`src/rtl/adder_pkt_pkg.sv`:
```
// Packet field layout and helpers for the adder psum NoC protocol.
// Shared by the packetizer and its input buffers.
package adder_pkt_pkg;

  localparam int PKT_W        = 47;
  localparam int PKT_TYPE_BIT = 46;
  localparam int DEST_MSB     = 45;
  localparam int DEST_LSB     = 43;
  localparam int SRC_MSB      = 42;
  localparam int SRC_LSB      = 40;
  localparam int SEQ_MSB      = 35;
  localparam int SEQ_LSB      = 32;

  localparam logic [2:0] SRC_PE0 = 3'd3;
  localparam logic [2:0] SRC_PE1 = 3'd1;
  localparam logic [2:0] SRC_PE2 = 3'd0;

  function automatic logic [PKT_W-1:0] build_psum_pkt(
    input logic [2:0]  dest,
    input logic [2:0]  src,
    input logic [3:0]  seq,
    input logic [31:0] psum
  );
    logic [PKT_W-1:0] pkt;
    pkt                    = '0;
    pkt[PKT_TYPE_BIT]      = 1'b1;
    pkt[DEST_MSB:DEST_LSB] = dest;
    pkt[SRC_MSB:SRC_LSB]   = src;
    pkt[SEQ_MSB:SEQ_LSB]   = seq;
    pkt[31:0]              = psum;
    return pkt;
  endfunction

  function automatic logic [2:0] src_code(input logic [1:0] idx);
    logic [2:0] c;
    case (idx)
      2'd0:    c = SRC_PE0;
      2'd1:    c = SRC_PE1;
      default: c = SRC_PE2;
    endcase
    return c;
  endfunction

  function automatic logic [1:0] rr3_next(input logic [1:0] idx);
    return (idx == 2'd2) ? 2'd0 : idx + 2'd1;
  endfunction

endpackage

```
`src/rtl/adder_psum_packetizer_fifo.sv`:
```
// Per-source psum buffer; ready reflects only the registered fill count.
// Simultaneous push and pop on a non-full buffer leave the count unchanged.
module psum_fifo #(
  parameter int DWIDTH     = 8,
  parameter int FIFO_DEPTH = 2
) (
  input  logic              clk,
  input  logic              rst,
  input  logic              push,
  input  logic [DWIDTH-1:0] wr_data,
  output logic              ready,
  input  logic              pop,
  output logic [DWIDTH-1:0] rd_data,
  output logic              empty
);

  localparam int AW = (FIFO_DEPTH > 1) ? $clog2(FIFO_DEPTH) : 1;
  localparam int CW = AW + 1;

  logic [DWIDTH-1:0] mem [FIFO_DEPTH];
  logic [AW-1:0]     wr_ptr;
  logic [AW-1:0]     rd_ptr;
  logic [CW-1:0]     count;
  logic              wr_en;
  logic              rd_en;

  assign ready   = (count != CW'(FIFO_DEPTH));
  assign empty   = (count == '0);
  assign rd_data = mem[rd_ptr];
  assign wr_en   = push && ready;
  assign rd_en   = pop && !empty;

  always_ff @(posedge clk) begin
    if (wr_en) mem[wr_ptr] <= wr_data;
  end

  always_ff @(posedge clk) begin
    if (rst) begin
      wr_ptr <= '0;
      rd_ptr <= '0;
      count  <= '0;
    end else begin
      if (wr_en) wr_ptr <= wr_ptr + 1'b1;
      if (rd_en) rd_ptr <= rd_ptr + 1'b1;
      case ({wr_en, rd_en})
        2'b10:   count <= count + 1'b1;
        2'b01:   count <= count - 1'b1;
        default: count <= count;
      endcase
    end
  end

endmodule

```
`src/rtl/adder_psum_packetizer.sv`:
```
// Three-source round-robin psum packetizer toward the adder node.
// Define ADDER_PKT_SEQ_EN to add per-source 4-bit sequence numbers.
import adder_pkt_pkg::*;

module adder_psum_packetizer #(
  parameter int         DWIDTH     = 8,
  parameter int         PWIDTH     = 47,
  parameter logic [2:0] DEST_ADDR  = 3'b100,
  parameter int         FIFO_DEPTH = 2
) (
  input  logic              clk,
  input  logic              rst,
  input  logic [DWIDTH-1:0] in_psum [0:2],
  input  logic [2:0]        in_valid,
  output logic [2:0]        in_ready,
  output logic [PWIDTH-1:0] out_pkt,
  output logic              out_valid,
  input  logic              out_ready,
  output logic [15:0]       pkt_count
);

  logic [DWIDTH-1:0] head [3];
  logic [2:0]        empty;
  logic [2:0]        pop;
  logic [1:0]        rr;
  logic [1:0]        cand;
  logic [1:0]        gnt;
  logic              gnt_any;
  logic              load;
  logic [3:0]        seq_val;

  for (genvar gi = 0; gi < 3; gi++) begin : g_fifo
    psum_fifo #(
      .DWIDTH     (DWIDTH),
      .FIFO_DEPTH (FIFO_DEPTH)
    ) u_fifo (
      .clk     (clk),
      .rst     (rst),
      .push    (in_valid[gi]),
      .wr_data (in_psum[gi]),
      .ready   (in_ready[gi]),
      .pop     (pop[gi]),
      .rd_data (head[gi]),
      .empty   (empty[gi])
    );
  end

  // Search starts just after the last granted source.
  always_comb begin
    gnt_any = 1'b0;
    gnt     = 2'd0;
    cand    = rr;
    for (int k = 0; k < 3; k++) begin
      cand = rr3_next(cand);
      if (!gnt_any && !empty[cand]) begin
        gnt_any = 1'b1;
        gnt     = cand;
      end
    end
  end

  assign load = gnt_any && (!out_valid || out_ready);
  assign pop  = load ? (3'b001 << gnt) : 3'b000;

`ifdef ADDER_PKT_SEQ_EN
  logic [3:0] seq [3];

  assign seq_val = seq[gnt];

  always_ff @(posedge clk) begin
    if (rst) begin
      seq <= '{default: 4'd0};
    end else if (load) begin
      seq[gnt] <= seq[gnt] + 4'd1;
    end
  end
`else
  assign seq_val = 4'd0;
`endif

  always_ff @(posedge clk) begin
    if (rst) begin
      out_pkt   <= '0;
      out_valid <= 1'b0;
      rr        <= 2'd2;
      pkt_count <= '0;
    end else begin
      if (load) begin
        out_pkt   <= build_psum_pkt(DEST_ADDR, src_code(gnt),
                                    seq_val, 32'(head[gnt]));
        out_valid <= 1'b1;
        rr        <= gnt;
      end else if (out_ready) begin
        out_valid <= 1'b0;
      end
      if (out_valid && out_ready) pkt_count <= pkt_count + 16'd1;
    end
  end

endmodule
```
`config.mk`:
```
export PLATFORM = sky130hd
export DESIGN_NAME = adder_psum_packetizer
export DESIGN_NICKNAME = d
export VERILOG_FILES = /design/src/rtl/adder_pkt_pkg.sv /design/src/rtl/adder_psum_packetizer_fifo.sv /design/src/rtl/adder_psum_packetizer.sv
export SDC_FILE = /design/constraint.sdc
export NUM_CORES = 1
export LEC_CHECK = 0
export CAP_MARGIN = 20
export CORE_ASPECT_RATIO = 0.6
export CORE_MARGIN = 4
export CORE_UTILIZATION = 40
export CTS_BUF_LIST = sky130_fd_sc_hd__clkbuf_8
export CTS_CLUSTER_SIZE = 40
export DETAILED_ROUTE_END_ITERATION = 6
export PLACE_DENSITY = 0.67
export SETUP_SLACK_MARGIN = 0.05
export SLEW_MARGIN = 20
export SYNTH_ARGS = -nofsm -noshare
export SYNTH_HDL_FRONTEND = slang
export SYNTH_SLANG_ARGS = --single-unit
```
`constraint.sdc`:
```
create_clock -name clk -period 4 [get_ports clk]
set_clock_uncertainty 0.05 [all_clocks]
set_input_delay 0.8 -clock clk [delete_from_list [all_inputs] [get_ports clk]]
set_output_delay 0.8 -clock clk [all_outputs]
set_load 0.02 [all_outputs]
```
**Word level (Yosys, flattened, before mapping)**

Memory sizes are Yosys's and may differ from the RTL's. A register that Yosys moved wholly into a read port is not among the register bits.
Index checks and enable logic that the tools add are counted.

- Bits in registers: 43
- Bits in writable memories: 48
- Output and inout bits: 67
- Memories: 3

Memory list:

| memory | words | bits a word | rd ports | clocked after memory_dff | write ports | RTL line | source |
|---|---|---|---|---|---|---|---|
| g_fifo[0].u_fifo.mem | 2 | 8 | 1 | 1 | 1 | adder_psum_packetizer_fifo.sv:20 | `logic [DWIDTH-1:0] mem [FIFO_DEPTH];` |
| g_fifo[1].u_fifo.mem | 2 | 8 | 1 | 1 | 1 | adder_psum_packetizer_fifo.sv:20 |  |
| g_fifo[2].u_fifo.mem | 2 | 8 | 1 | 1 | 1 | adder_psum_packetizer_fifo.sv:20 |  |

- Add/subtract/negate cells: 16
- Magnitude comparators: 4
- Eq/ne operators: 13
- Shift-type cells: 1
- Muxes and demuxes: 37
- Bitwise operators: 1
- Reductions and logical operators: 26

Operator list:

| cell | number |
|---|---|
| $mux W1 | 20 |
| $add A16 B1 Y16 const B | 1 |
| $bmux W8 S2 | 1 |
| $mux W8 | 2 |
| $pmux W2 S2 | 4 |
| $add A2 B1 Y2 const B | 6 |
| $eq A2 B2 Y1 const B | 6 |
| $mux W2 | 6 |
| $logic_and A1 B1 Y1 | 10 |
| $lt A2 B3 Y1 const B | 3 |
| $eq A2 B1 Y1 const B | 4 |
| $logic_not A2 Y1 | 4 |
| $reduce_bool A2 Y1 | 4 |
| $logic_not A1 Y1 | 7 |
| $add A1 B1 Y1 const B | 6 |
| $bmux W1 S2 | 3 |
| $ne A2 B2 Y1 const B | 3 |
| $sub A2 B1 Y2 const B | 3 |
| $ge A3 B3 Y1 const B | 1 |
| $mux W3 | 1 |
| $not A2 Y3 | 1 |
| $shl A1 B2 Y3 const A | 1 |
| $logic_or A1 B1 Y1 | 1 |

**Logic depth before layout (Yosys ltp)**

- Depth after elaboration: 17
- Mapped depth: 8

**Modules after synthesis**

From an unflattened synthesis, not the netlist that was laid out.

- Cell total of the unflattened synthesis: 340
- Area, all modules: 4038.9 sq um

By module, submodules not included:

| module | instances | cells each | area an instance (sq um) |
|---|---|---|---|
| psum_fifo | 3 | 49 | 795.8 |
| adder_psum_packetizer | 1 | 193 | 1651.6 |

**Worst setup path after synthesis**

No wires, ideal clock.

- Path type: input to register
- Start point: input port out_ready
- End point: register g_fifo[2].u_fifo.count[1]
- Library setup time: 70 ps
- Arrival time: 2125 ps
- Required time: 3880 ps
- Path slack: 1754 ps
- Stages on the path: 6
- Cell sequence: nor2b_1 -> nor2_1 -> buf_2 -> ha_1 -> or3_1 -> a21oi_1

- Cells in the longest elaborated chain, start to end: 6
- Elaborated cells between the ends (all ways): 8

RTL lines:

| item | RTL line | source |
|---|---|---|
| from (decl) | adder_psum_packetizer.sv:18 | `input logic out_ready,` |
| $logic_or A1 B1 Y1 (*) | adder_psum_packetizer.sv:62 | `assign load = gnt_any && (!out_valid \|\| out_ready);` |
| $logic_and A1 B1 Y1 (*) | adder_psum_packetizer.sv:62 |  |
| $mux W3 (*) | adder_psum_packetizer.sv:63 | `assign pop = load ? (3'b001 << gnt) : 3'b000;` |
| $logic_and A1 B1 Y1 (*) | adder_psum_packetizer_fifo.sv:31 | `assign rd_en = pop && !empty;` |
| via g_fifo[2].u_fifo.rd_en | adder_psum_packetizer_fifo.sv:25 | `logic rd_en;` |
| $eq A2 B1 Y1 or $eq A2 B2 Y1 (tied branches) | adder_psum_packetizer_fifo.sv:45 | `case ({wr_en, rd_en})` |
| $pmux W2 S2 or $reduce_bool A2 Y1 (tied branches) | -- |  |
| to (signal assigned) | adder_psum_packetizer_fifo.sv:46 | `2'b10: count <= count + 1'b1;` |
| to (signal assigned) | adder_psum_packetizer_fifo.sv:47 | `2'b01: count <= count - 1'b1;` |
| to (signal assigned) | adder_psum_packetizer_fifo.sv:48 | `default: count <= count;` |
| to (decl) | adder_psum_packetizer_fifo.sv:23 | `logic [CW-1:0] count;` |

The timed path passes the listed nets; every way through them passes the cells marked *.
A chain may end at the register's enable or synchronous reset.

**Worst setup path after layout**

- Start point: input port out_ready
- End point: register g_fifo[2].u_fifo.count[1]

- Cells in the longest elaborated chain, start to end: 6
- Elaborated cells between the ends (all ways): 8

RTL lines:

| item | RTL line |
|---|---|
| $logic_or A1 B1 Y1 (*) | adder_psum_packetizer.sv:62 |
| $logic_and A1 B1 Y1 (*) | adder_psum_packetizer.sv:62 |
| $mux W3 (*) | adder_psum_packetizer.sv:63 |
| $logic_and A1 B1 Y1 (*) | adder_psum_packetizer_fifo.sv:31 |
| $eq A2 B1 Y1 or $eq A2 B2 Y1 (tied branches) | adder_psum_packetizer_fifo.sv:45 |
| $pmux W2 S2 or $reduce_bool A2 Y1 (tied branches) | -- |

Every way passes the cells marked *; elsewhere a longest branch is shown, timed or not.

==> out/qor.csv <==
metric;value;unit
max-cap violations;0;
Max clock buf depth;2;
initial antenna violation count;0;
root buffer cell;clkbuf_8;
Fillers;896;
fin nets;427;
via count;2512;
peak supply drop;0.0002678;V
starting density of the core;0.4117;
Die Y;86.25;um
CTS Sinks;93;
Die Area;11940;um2
vias in the first global route;2286;
CTS buffer count;9;
Setup CP Type;in -> reg;
Cells after Synth;336;
final non-filler cell total;533;
dpl ws;0.5726;ns
Setup WS post-layout;1.258;ns
worst min-delay path startpoint;out_pkt[41];
Final Cycle Share;0.6855;
post-synth top area share;0.3532;
post-CTS setup buffers;0;
P_int;1.964;mW
first-pass GRT wire length;11830;um
synthesis-stage register bit count;93;
WP data required;4.22;ns
number of distinct library cells after synthesis;41;
status;completed;
worst skew pair latency;0.36;ns
DRT Pass-1 Iters;4;
launch point of the worst reg-to-reg path;g_fifo[1].u_fifo.count[0];
DRT iter0 DRCs;148;
total of warnings raised by yosys;0;
Seq pwr share;0.445;
Worst Tran Pin Value;0.9796;ns
io pins;97;
Tmin final;2.742;ns
syn_area_per_cell;12.15;um2
hpwl dp;5854;um
gr ovfl total;0;
PostCTS Resize Cnt;0;
Final setup viols;0;
Hold WC Path Type;reg -> reg;
critical path arrival;2.97;ns
GP Congestion;0.7961;
top-count cell post-synth;edfxtp_1;
reg-to-reg endpoint;g_fifo[2].u_fifo.count[1];
Setup TNS;0;ns
Crit. End Element;flop;
LEAKAGE;1.752;nW
Final Hold Vio Count;0;
Post-route DRC;0;
Clock Power Share;0.188;
Worst Setup EP;g_fifo[2].u_fifo.count[1];
Area Growth Syn to Fin;18.73;%
switching portion of total power;0.3618;
routed wire length;7825;um
Setup crit start kind;input pin;
RSZ-0062 raised after global routing;no;
post-synth top area cell;edfxtp_1;
H-tree Lvls;3;
share of cells above drive strength 1;0.09548;
# diodes;0;
Reg clk slew, reported paths;0.09;ns
TritonCTS clock tree;yes;
beginning of the critical path;out_ready;
top_reg_cell synth;edfxtp_1;
EDFF count, synth;48;
Hold-fix buffers, CTS;0;
Commonest cells post-synth;edfxtp_1 (48), dfxtp_1 (45), buf_4 (39), nor2_1 (27), mux2i_1 (24);
reg-to-reg slack, setup;1.45;ns
Die Wd;138.4;um
Async SR Flop Fraction;0;
fin. max-slew vios;0;
post-synthesis sequential area ratio;0.5739;
vias per cell;4.713;
Total GRT Usage;0.1286;
Port Buffers;61;
switching power;1.113;mW
Fmax;0.3647;GHz
Crit Path Max Fanout;11;
PwrDens;635.0;nW/um2
Post-DRT Antenna Nets;0;
pin count of the biggest net entering global routing;28;
DR WL/cell;14.68;um
dpl cells;517;
top cells by area, synth;edfxtp_1 (35%), dfxtp_1 (22%), buf_4 (7.2%);
R2R depth;6;
Placement Rows;28;
core box area;9915;um2
Rel. slew slack;0.3449;
synthesized area;4081;um2
combinational group share of total power;0.367;
final cells by class:
| class | count | area, um2 | area share |
|---|---|---|---|
| Inverter | 3 | 11.26 | 0.002324 |
| Clock inverter | 6 | 43.79 | 0.009037 |
| Timing Repair Buffer | 63 | 625.6 | 0.1291 |
| Clock buffer | 10 | 137.6 | 0.02840 |
| Tap cell | 135 | 168.9 | 0.03486 |
| Multi-Input combinational cell | 223 | 1516 | 0.3129 |
| Sequential cell | 93 | 2342 | 0.4833 |
cell usage in the layout (no fill, tap or decap), types with 2 or more instances in the layout:
cell type,n
dfxtp_1,45
a21oi_1,15
inv_1,2
a221oi_2,8
nand4_1,3
and4_1,3
inv_2,2
o21ai_0,6
o31ai_1,4
clkdlybuf4s50_1,61
and3_1,5
mux2i_1,24
nor3_1,2
ha_1,4
mux2_1,4
o21bai_1,8
or4_1,4
xor2_1,13
xnor2_1,5
nor2b_1,4
nand2_1,14
clkbuf_8,10
nor2_1,26
buf_4,2
conb_1,35
inv_6,4
mux2_2,8
or3_1,6
edfxtp_1,48
nand2b_1,3
nand3_1,9
metal layers:
| metal | global-route usage | vias up | routed length, um |
|---|---|---|---|
| met1 | 0.1804 | 1188 | 3906 |
| met3 | 0.04631 | 8 | 469 |
| met4 | 0.04574 | 0 | 80 |
| met2 | 0.1841 | 63 | 3369 |
| met5 | 0 | - | 0 |
| li1 | - | 1253 | - |
worst min path at each step:
| stage | endpoint | slack, ns | cells after the start |
|---|---|---|---|
| 6_report | out_pkt[41] | 0.42 | 2 |
| 5_1_grt | out_pkt[41] | 0.47 | 2 |
| 4_1_cts | out_pkt[41] | 0.42 | 2 |
| 3_5_place_dp | out_pkt[41] | 0.40 | 2 |
| 3_3_place_gp | out_pkt[41] | 0.40 | 2 |
| 2_1_floorplan | rr[0] | 0.40 | 2 |
cells by family (layout without fill, tap and decap cells):
group | count (synthesis) | count (layout) | share of synthesized area
buffers and inverters | 54 | 82 | 0.08645
adder cells (fa/ha/maj) | 4 | 4 | 0.01226
flip-flops | 93 | 93 | 0.5739
XOR/XNOR | 18 | 18 | 0.03863
other | 1 | 35 | 0.0009188
multiplexers | 36 | 36 | 0.09197
AND/OR/NAND/NOR | 84 | 84 | 0.1076
AO/OA/AOI/OAI | 46 | 46 | 0.08829
sequential cells by signal, summed over array words and instances, names as in the netlist, named ones only:
| name | cells |
|---|---|
| g_fifo.u_fifo.rd_ptr | 3 |
| rr | 2 |
| out_pkt | 11 |
| pkt_count | 16 |
| g_fifo.u_fifo.count | 6 |
| out_valid | 1 |
| g_fifo.u_fifo.wr_ptr | 3 |
| g_fifo.u_fifo.mem | 48 |
power by group through the flow:
stage | combinational, mW | clock [mW] | sequential, mW
6_report | 1.13 | 0.578 | 1.37
3_5_place_dp | 1.14 | 0 | 1.39
3_3_place_gp | 1.11 | 0 | 1.39
2_1_floorplan | 0.827 | 0 | 1.39
5_1_grt | 1.24 | 0.633 | 1.39
4_1_cts | 1.14 | 0.599 | 1.37
per-stage QoR:
step	utilization	hold slack, ns	total power, mW	area [um2]
after floorplan	-	0.3952	2.213	4209
after global placement	0.4702	0.4048	2.494	4662
after detailed placement	0.4702	0.4045	2.528	4662
after CTS	0.4885	0.4180	3.110	4843
after global routing	0.4888	0.4687	3.267	4846
final	0.4888	0.4184	3.077	4846
worst max-delay path, stage by stage:
cell and delay (ns):
clkdlybuf4s50_1 0.57, nor2b_1 0.15, nor2_2 0.57, ha_1 0.38, or3_1 0.35, a21oi_1 0.14
Note: power is estimated with default switching activity, not from simulation.
